### src/rtl/stopwatch_pkg.sv
// Shared stopwatch display constants: segment ordering and the hex glyph table
// used by every digit and by the display mux.
package stopwatch_pkg;

  localparam int SEG_W = 7;

  localparam int SEG_A = 6;
  localparam int SEG_B = 5;
  localparam int SEG_C = 4;
  localparam int SEG_D = 3;
  localparam int SEG_E = 2;
  localparam int SEG_F = 1;
  localparam int SEG_G = 0;

  // Active-high glyphs {a,b,c,d,e,f,g} for 0..F
  localparam logic [SEG_W-1:0] SEG_PATTERNS [16] = '{
    7'b1111110, 7'b0110000, 7'b1101101, 7'b1111001,
    7'b0110011, 7'b1011011, 7'b1011111, 7'b1110000,
    7'b1111111, 7'b1111011, 7'b1110111, 7'b0011111,
    7'b1001110, 7'b0111101, 7'b1001111, 7'b1000111
  };

endpackage

### src/rtl/seg7_decode.sv
// Combinational 4-bit to 7-segment lookup with selectable output polarity.
module seg7_decode
  import stopwatch_pkg::*;
#(
  parameter bit ACTIVE_LOW = 1'b0
) (
  input  logic [3:0]       digit_i,
  output logic [SEG_W-1:0] seg_o
);

  logic [SEG_W-1:0] pat;

  always_comb begin
    pat          = SEG_PATTERNS[digit_i];
    seg_o        = '0;
    seg_o[SEG_A] = pat[SEG_A] ^ ACTIVE_LOW;
    seg_o[SEG_B] = pat[SEG_B] ^ ACTIVE_LOW;
    seg_o[SEG_C] = pat[SEG_C] ^ ACTIVE_LOW;
    seg_o[SEG_D] = pat[SEG_D] ^ ACTIVE_LOW;
    seg_o[SEG_E] = pat[SEG_E] ^ ACTIVE_LOW;
    seg_o[SEG_F] = pat[SEG_F] ^ ACTIVE_LOW;
    seg_o[SEG_G] = pat[SEG_G] ^ ACTIVE_LOW;
  end

endmodule

### src/rtl/digit_counter_mod.sv
// One cascadable stopwatch digit: modulo up/down counter with load, pause,
// button-driven setting mode, zero-latency carry and registered 7-seg output.
module digit_counter_mod
  import stopwatch_pkg::*;
#(
  parameter int MODULUS        = 10,
  parameter int WIDTH          = 4,
  parameter bit SEG_ACTIVE_LOW = 1'b0
) (
  input  logic             CLK,
  input  logic             RST,
  input  logic             EN,
  input  logic             PAUSE,
  input  logic             DOWN,
  input  logic             LOAD,
  input  logic [WIDTH-1:0] LOAD_VAL,
  input  logic             SET_MODE,
  input  logic             SET_INC,
  output logic [WIDTH-1:0] VALUE,
  output logic             CARRY_OUT,
  output logic [SEG_W-1:0] SEG
);

  if (WIDTH < 1 || WIDTH > 4) begin : g_bad_width
    $error("digit_counter_mod: WIDTH must be 1..4");
  end
  if (MODULUS < 2 || MODULUS > (1 << WIDTH)) begin : g_bad_modulus
    $error("digit_counter_mod: MODULUS must be 2..2**WIDTH");
  end

  localparam logic [WIDTH-1:0] MAX_V = WIDTH'(MODULUS - 1);
  localparam logic [WIDTH-1:0] ONE   = WIDTH'(1);
  localparam logic [SEG_W-1:0] SEG_RESET =
    SEG_ACTIVE_LOW ? ~SEG_PATTERNS[0] : SEG_PATTERNS[0];

  logic [WIDTH-1:0] value_q, value_d;
  logic [SEG_W-1:0] seg_q, seg_d;
  logic [3:0]       digit_d;
  logic             inc_q;
  logic             inc_rise;
  logic             terminal;

  // inc_q tracks the button in every mode so entering set mode with it held is not a press
  assign inc_rise = SET_INC & ~inc_q;
  assign terminal = DOWN ? (value_q == '0) : (value_q == MAX_V);
  assign CARRY_OUT = EN & ~PAUSE & ~SET_MODE & ~LOAD & ~RST & terminal;

  always_comb begin
    value_d = value_q;
    if (LOAD) begin
      value_d = (LOAD_VAL > MAX_V) ? MAX_V : LOAD_VAL;
    end else if (SET_MODE) begin
      if (inc_rise) value_d = (value_q == MAX_V) ? '0 : value_q + ONE;
    end else if (!PAUSE && EN) begin
      if (DOWN) value_d = (value_q == '0) ? MAX_V : value_q - ONE;
      else      value_d = (value_q == MAX_V) ? '0 : value_q + ONE;
    end
  end

  // Decode the next-state value so SEG and VALUE update on the same edge
  assign digit_d = 4'(value_d);

  seg7_decode #(
    .ACTIVE_LOW(SEG_ACTIVE_LOW)
  ) u_seg7_decode (
    .digit_i(digit_d),
    .seg_o  (seg_d)
  );

  always_ff @(posedge CLK) begin
    if (RST) begin
      value_q <= '0;
      seg_q   <= SEG_RESET;
      inc_q   <= 1'b0;
    end else begin
      value_q <= value_d;
      seg_q   <= seg_d;
      inc_q   <= SET_INC;
    end
  end

  assign VALUE = value_q;
  assign SEG   = seg_q;

endmodule

### config.mk
export PLATFORM = sky130hd
export DESIGN_NAME = digit_counter_mod
export DESIGN_NICKNAME = d
export VERILOG_FILES = /design/src/rtl/stopwatch_pkg.sv /design/src/rtl/seg7_decode.sv /design/src/rtl/digit_counter_mod.sv
export SDC_FILE = /design/constraint.sdc
export NUM_CORES = 1
export LEC_CHECK = 0
export ABC_AREA = 1
export CORE_MARGIN = 1
export CORE_UTILIZATION = 29
export CTS_CLUSTER_DIAMETER = 30
export DETAILED_ROUTE_END_ITERATION = 8
export GPL_TIMING_DRIVEN = 1
export SETUP_SLACK_MARGIN = 0.3
export SYNTH_ARGS = -nofsm -noshare
export SYNTH_HDL_FRONTEND = slang
export SYNTH_SLANG_ARGS = --single-unit
### constraint.sdc
create_clock -name CLK -period 4.7 [get_ports CLK]
set_input_delay 0.705 -clock CLK [delete_from_list [all_inputs] [get_ports CLK]]
set_output_delay 0.705 -clock CLK [all_outputs]
set_load 0.05 [all_outputs]
### After elaboration in Yosys (flattened, before gate mapping)

Memory sizes are Yosys's and may differ from the RTL's. A register that Yosys moved wholly into a read port is not among the register bits.
Cells that the tools add are included.

| storage, ports and cells | value |
|---|---|
| word-level logic and storage cells | 31 |
| ROM bits | 112 |
| input port bits | 12 |
| output and inout port bits | 12 |
| flip-flop bits (word level) | 5 |
| memories | 1 |

Memory list:

| name | words | width | rd ports | clocked after memory_dff | wr ports | RTL line | source |
|---|---|---|---|---|---|---|---|
| (name not given) | 16 | 7 | 1 | 1 | 0 | seg7_decode.sv:14 | `pat = SEG_PATTERNS[digit_i];` |

| cells by class | value |
|---|---|
| equal/unequal tests | 1 |
| magnitude comparators | 1 |
| reduce and logical (&&, ||, !) cells | 3 |
| $add $sub $neg | 2 |
| bitwise gates (word level) | 12 |
| multiplexer cells | 9 |

Operator list:

| operator | count |
|---|---|
| $mux 4 | 8 |
| $and 1x1->1 | 6 |
| $not 1->1 | 5 |
| $not 4->5 | 1 |
| $add 4x1->4 const B | 1 |
| $eq 4x4->1 const B | 1 |
| $gt 4x4->1 const B | 1 |
| $logic_not 4->1 | 1 |
| $sub 4x1->4 const B | 1 |
| $logic_and 1x1->1 | 1 |
| $logic_not 1->1 | 1 |
| $mux 1 | 1 |

### Longest topological paths before layout

Gate-level depths: netlist (run 1).

| depth | value |
|---|---|
| depth in word-level cells | 7 |
| depth in mapped cells | 16 |
| gate-level depth less buffers | 16 |

### Cells and area by module

Synthesis (run 1) repeated with hierarchy kept, for this count alone.

| second synthesis, totals | value |
|---|---|
| cells, all modules | 167 |
| area, all modules | 952.2 um^2 |

Modules (own cells, without submodules):

| module | area an instance (um^2) | times used | cells an instance | sequential area each (um^2) |
|---|---|---|---|---|
| digit_counter_mod | 681.9 | 1 | 115 | 240.2 |
| seg7_decode | 270.3 | 1 | 52 | 0.0 |

### Least setup slack after synthesis (run 1)

No wires, ideal clock.

| path | value |
|---|---|
| path type | register to output |
| from | reg value_q[3], in the netlist VALUE[3] |
| to | out CARRY_OUT |
| data arrival time | 3.539 ns |
| slack | 0.456 ns |
| stages on the path, launching flop included | 5 |
| path through | dfxtp_1 -> inv_1 -> nor2_2 -> nand4_1 -> a2111oi_0 |

| between the ends | value |
|---|---|
| longest elaborated chain between the ends | 3 |
| elaborated cells on any way between the ends | 4 |

RTL lines:

| element | RTL line | source |
|---|---|---|
| start: declaration | digit_counter_mod.sv:36 | `logic [WIDTH-1:0] value_q, value_d;` |
| start signal: assignment | digit_counter_mod.sv:76 | `value_q <= value_d;` |
| $eq 4x4->1 or $logic_not 4->1 (tied branches) | digit_counter_mod.sv:45 | `assign terminal = DOWN ? (value_q == '0) : (value_q == MAX_V);` |
| $mux 1 * | digit_counter_mod.sv:45 |  |
| $and 1x1->1 * | digit_counter_mod.sv:46 | `assign CARRY_OUT = EN & ~PAUSE & ~SET_MODE & ~LOAD & ~RST & terminal;` |
| end: declaration | digit_counter_mod.sv:20 | `output logic CARRY_OUT,` |

Every way passes the cells marked *; elsewhere a longest branch is shown, timed or not.

### Final worst setup path (run 1)

| path | value |
|---|---|
| from | in EN |
| to | out CARRY_OUT |

| between the ends | value |
|---|---|
| longest elaborated chain between the ends | 5 |

RTL lines:

| element | RTL line | source |
|---|---|---|
| start: declaration | digit_counter_mod.sv:12 | `input logic EN,` |
| $and 1x1->1 (5 in a row) | digit_counter_mod.sv:46 |  |

No other way between the ends.

==> run_results.csv, run 1 <==
group,metric,value,unit
sta,holdWs,0.906,ns
setup_path,r2r-start,"VALUE[0]",
sta,fin_crit,3.48,ns
logic_synthesis,syn_nets,173,
logic_synthesis,syn_area_per_cell,6.18,um2
placement,gp_congestion,0.805,
setup_path,crit_required,3.99,ns
detailed_routing,post_drt_wl_per_cell,9.77,um
sta,tns,0,ns
layout,diodes,0,
setup_path,slowest_stage,"clkdlybuf4s50_1",
placement,dp.cells,219,
clock_network,post_cts_resized,0,
placement,placement.io_buffers,23,
clock_network,post_cts.repair.setup_buffers,0,
clock_network,hold_buffers,0,
hold_path,holdPathEnd,"VALUE[0]",
floorplanning,initial_core_util,0.309,
logic_synthesis,synth_cell_types,17,
setup_path,cp-start-kind,"primary input",
logic_synthesis,netlist.area_leader.share,0.252,
clock_network,cts_buffers,3,
floorplanning,std_cell_rows,20,
setup_path,rr_worst_depth,15,
global_routing,grt_usage,0.133,
layout,area_delta_synth_final,32.2,%
floorplanning,die_w,59.3,um
logic_synthesis,syn-cell-area,952,um2
global_routing,grt_max_degree,13,
setup_path,r2r_slack,2.55,ns
sta,fmax,288,MHz
detailed_routing,vias_per_cell,4.59,
sta,slew_headroom,0.664,
setup_path,crit_path_end_kind,"primary output",
detailed_routing,drtIter0Drc,39,
sta,setup_viol,0,
sta,worst_slack,1.22,ns
sta,finalCritPeriodShare,0.740,
setup_path,cp.arrival,2.77,ns
run,cap_violations,0,
logic_synthesis,syn_inst,154,
detailed_routing,wirelength,2180,um
clock_network,root_buffer,"clkbuf_4",
detailed_routing,ant_nets,0,
hold_path,hold_path.class,"reg2reg",
logic_synthesis,synth_top_area_cell,"dfxtp_1",
global_routing,grt_pass1_wl,3740,um
detailed_routing,vias,1024,
sta,hold_viol,0,
layout,layout_common_cells,"40 x nand2_1, 28 x nand3_1, 23 x clkdlybuf4s50_1, 22 x inv_1, 12 x dfxtp_1",
layout,seqCellArea,240,um2
setup_path,max_stage_delay,0.88,ns
global_routing,grt_overflow,0,
pwr,max-vdd-ir-drop,0.0686,mV
placement,dp_hpwl,1760,um
layout,nets,199,
clock_network,numClockSinks,12,
pwr,p_leak,0.611,nW
global_routing,antenna_found_initial,0,
floorplanning,core-area,3080,um2
placement,placed_area,1220,um2
sta,slew_violations,0,
hold_path,hold_path_depth,4,
layout,final_common_cell,"nand2_1",
logic_synthesis,yosys_warnings,0,
floorplanning,pin_count,24,
logic_synthesis,synth_area_leaders,"dfxtp_1 25%, nand2_1 16%, nand3_1 15%",
layout,drive_gt1_frac,0.0670,
layout,fillers,337,
setup_path,path_max_fanout,4,
setup_path,crit_path_frequent_cell,"clkdlybuf4s50_1",
clock_network,cts_tree,"built",
floorplanning,die-area,3520,um2
clock_network,clockBufferDepth,2,
sta,rsz0062_at_grt,"no",
floorplanning,die_h,59.3,um
placement,dpl_worst_slack,1.26,ns
hold_path,hp-start,"VALUE[0]",
global_routing,grt_pass1_vias,940,
sta,tightest_slew,0.502,ns
layout,final_area,1260,um2
run_status,status,"finished clean",
layout,layoutNonFillerInstCount,223,
setup_path,path_class,"in2out",
clock_network,path_clk_slew,0.07,ns
detailed_routing,first_pass_iters,4,
setup_path,reg2reg_to,"SEG[3]",
logic_synthesis,yosys_register_bits,12,
sta,clock_skew,0.00515,ns
detailed_routing,drc,0,
pwr,power_density,274,nW/um2
logic_synthesis,ys_seq_area_frac,0.252,
clock_network,h-tree-depth,1,
clock_network,clk_latency,0.27,ns
setup_path,crit_chain,"clkdlybuf4s50_1 -> inv_1 -> nor2_1 -> nand2_1 -> a2111oi_0 -> clkdlybuf4s50_1",
layout,multi_input_area,614,um2
-- worst max-delay path: cells and delay by family --
family,cells,cell delay (ns)
compound gates,1,0.33
buf+inv,3,1.37
simple gates,2,0.35
-- area by class of cell --
class | instances | share of cell area
inverter | 22 | 0.0656
timing repair buffer | 23 | 0.183
clock buffer | 4 | 0.0288
sequential | 12 | 0.191
tap | 44 | 0.0437
multi-input combinational | 118 | 0.488
-- flip-flops by register name, indices dropped and copies added, names as in the netlist --
| name | flops |
|---|---|
| VALUE | 4 |
| inc_q | 1 |
| SEG | 7 |
-- cells by family (layout without fill, tap and decap cells) --
kind of cell	count (synthesis)	after routing	synth area share
simple gates	90	90	0.436
buf+inv	24	49	0.102
compound gates	21	21	0.117
flops	12	12	0.252
fa+ha+maj	7	7	0.0920
-- metrics by stage --
step | power [mW] | util
2_1_floorplan | 0.225 | -
3_3_place_gp | 0.268 | 0.397
3_5_place_dp | 0.268 | 0.397
4_1_cts | 0.347 | 0.409
5_1_grt | 0.370 | 0.409
6_report | 0.345 | 0.409
-- cell usage after synthesis --
cell and n:
dfxtp_1 12, nand4_1 3, nand3_1 28, nor2_2 2
nand2_4 3, ha_1 7, clkbuf_1 1, a2111oi_0 1
o21ai_0 8, nand2_1 40, nor2_1 11, o21ai_1 2
o22ai_1 2, inv_1 22, buf_6 1, nand2_2 3
a21oi_1 8
-- where the power goes --
group | switching, mW | total, mW | leakage [nW] | internal (mW)
registers | 0.00679 | 0.119 | 0.0998 | 0.112
logic | 0.0961 | 0.147 | 0.490 | 0.0512
clock network | 0.0316 | 0.0786 | 0.0210 | 0.0470
total | 0.134 | 0.345 | 0.611 | 0.210
-- layer usage --
layer / up-vias / GRT usage / share of wire
li1: 551 / - / -
met1: 439 / 0.190 / 0.49
met2: 34 / 0.212 / 0.45
met3: 0 / 0.00873 / 0.059
met4: 0 / 0.0408 / 0
met5: - / 0 / 0
-- how the worst max path moves through the flow --
stage	slack [ns]	to	start	cells past startpoint
2_1_floorplan	0.46	CARRY_OUT	VALUE[3]	4
3_3_place_gp	1.31	CARRY_OUT	EN	6
3_5_place_dp	1.26	CARRY_OUT	EN	6
4_1_cts	1.25	CARRY_OUT	EN	6
5_1_grt	1.05	CARRY_OUT	EN	6
6_report	1.22	CARRY_OUT	EN	6
Note: power is estimated with default switching activity, not from simulation.
==> inputs of run 2 (changes only) <==
==> constraint.sdc (replaced) <==
create_clock -name CLK -period 3.4 [get_ports CLK]
set_input_delay 0.51 -clock CLK [delete_from_list [all_inputs] [get_ports CLK]]
set_output_delay 0.51 -clock CLK [all_outputs]
set_load 0.05 [all_outputs]
==> run_results.csv, run 2 (synthesis gave the netlist of run 1 again) <==
group,metric,value,unit
clock_network,clk_latency,0.26,ns
detailed_routing,vias,1079,
sta,fmax,336,MHz
sta,tightest_slew,0.504,ns
pwr,p_leak,0.604,nW
clock_network,numClockSinks,12,
setup_path,cp-start-kind,"primary input",
detailed_routing,ant_nets,0,
pwr,max-vdd-ir-drop,0.0954,mV
setup_path,crit_chain,"clkdlybuf4s50_1 -> inv_1 -> nor2_1 -> nand2_1 -> a2111oi_2 -> clkdlybuf4s50_1",
floorplanning,die-area,3520,um2
clock_network,post_cts.repair.setup_buffers,0,
layout,finish.utilization,0.407,
setup_path,path_class,"in2out",
layout,drive_gt1_frac,0.0674,
layout,final_area,1250,um2
global_routing,grt_pass1_vias,978,
layout,area_delta_synth_final,31.4,%
clock_network,cts_tree,"built",
layout,diodes,0,
floorplanning,initial_core_util,0.309,
global_routing,grt_overflow,0,
detailed_routing,wl_met2,1090,um
setup_path,slowest_stage,"clkdlybuf4s50_1",
detailed_routing,drt-met1-wl,1110,um
detailed_routing,wl_met3,181,um
placement,placement.io_buffers,23,
floorplanning,pin_count,24,
hold_path,hp-start,"SET_INC",
clock_network,post_cts_resized,0,
setup_path,cp.arrival,2.47,ns
clock_network,h-tree-depth,1,
placement,gp_congestion,0.798,
detailed_routing,drtIter0Drc,49,
sta,rsz0062_at_grt,"no",
sta,setup_viol,0,
sta,finalCritPeriodShare,0.876,
setup_path,reg2reg_to,"SEG[6]",
sta,fin_crit,2.98,ns
detailed_routing,first_pass_iters,4,
run_status,status,"finished clean",
sta,clock_skew,0.00457,ns
sta,hold_viol,0,
sta,slew_violations,0,
setup_path,max_stage_delay,0.86,ns
clock_network,hold_buffers,0,
detailed_routing,drc,0,
run,cap_violations,0,
setup_path,crit_path_frequent_cell,"clkdlybuf4s50_1",
layout,final_common_cell,"nand2_1",
clock_network,path_clk_slew,0.07,ns
clock_network,root_buffer,"clkbuf_4",
floorplanning,die_w,59.3,um
detailed_routing,vias_per_cell,4.86,
global_routing,grt_max_degree,13,
setup_path,crit_path_end_kind,"primary output",
setup_path,r2r_slack,1.18,ns
hold_path,hold_path_depth,3,
layout,largest_reg_flops,7,
sta,tns,0,ns
global_routing,antenna_found_initial,0,
layout,nets,199,
floorplanning,core-area,3080,um2
detailed_routing,wirelength,2410,um
global_routing,grt_usage,0.146,
clock_network,cts_buffers,3,
floorplanning,std_cell_rows,20,
hold_path,hold_path.class,"in2reg",
setup_path,r2r-start,"VALUE[3]",
layout,seqCellArea,240,um2
layout,multi_input_area,621,um2
layout,layout_common_cells,"40 x nand2_1, 28 x nand3_1, 23 x clkdlybuf4s50_1, 22 x inv_1, 12 x dfxtp_1",
detailed_routing,post_drt_wl_per_cell,10.9,um
setup_path,path_max_fanout,4,
placement,placed_area,1230,um2
placement,dp_hpwl,1870,um
sta,slew_headroom,0.663,
pwr,power_density,363,nW/um2
setup_path,rr_worst_depth,14,
hold_path,holdPathEnd,"inc_q",
floorplanning,die_h,59.3,um
setup_path,crit_required,2.89,ns
layout,fillers,325,
detailed_routing,dr.max_layer_used,"met4",
clock_network,clockBufferDepth,2,
global_routing,grt_pass1_wl,3950,um
run 2: cell types whose count changed in the layout (fill, tap and decap cells not counted), sizes merged:
cell | previous run | this run
clkbuf | 4 | 3
run 2: how the worst max path moves through the flow:
stage,from,endpoint,slack [ns]
6_report,EN,CARRY_OUT,0.42
3_3_place_gp,DOWN,CARRY_OUT,0.47
5_1_grt,EN,CARRY_OUT,0.34
2_1_floorplan,VALUE[3],CARRY_OUT,0.70
3_5_place_dp,EN,CARRY_OUT,0.42
4_1_cts,EN,CARRY_OUT,0.42
run 2: cell type report:
type | instances | share of cell area
Tap cell | 44 | 0.0440
Sequential cell | 12 | 0.192
Timing Repair Buffer | 23 | 0.184
Multi-Input combinational cell | 118 | 0.496
Inverter | 22 | 0.0660
Clock buffer | 3 | 0.0180
run 2: per-layer routing:
metal  up-vias  GRT usage
met3         4     0.0284
li1        552          -
met1       483      0.192
met4         0     0.0918
met5         -          0
met2        40      0.218
run 2: where the power goes:
group          total [mW]  internal [mW]  switching, mW  leakage, nW
clock network      0.0826         0.0409         0.0418       0.0138
registers           0.164          0.155        0.00929       0.0998
logic               0.208         0.0710          0.137        0.490
total               0.455          0.267          0.188        0.604
run 2: critical path: cells and delay by family:
kind	cells	cell delay, ns
AND/OR/NAND/NOR	2	0.35
buffers and inverters	3	1.37
AO/OA/AOI/OAI	1	0.23
run 2: through the flow:
stage          setup slack [ns]  cells  total power [mW]  hold slack (ns)
3_5_place_dp              0.417    219             0.374            0.898
4_1_cts                   0.419    222             0.459            0.808
3_3_place_gp              0.471    219             0.371            0.884
2_1_floorplan             0.705    154             0.312            0.617
5_1_grt                   0.338    222             0.487            0.835
6_report                  0.423    222             0.455            0.815
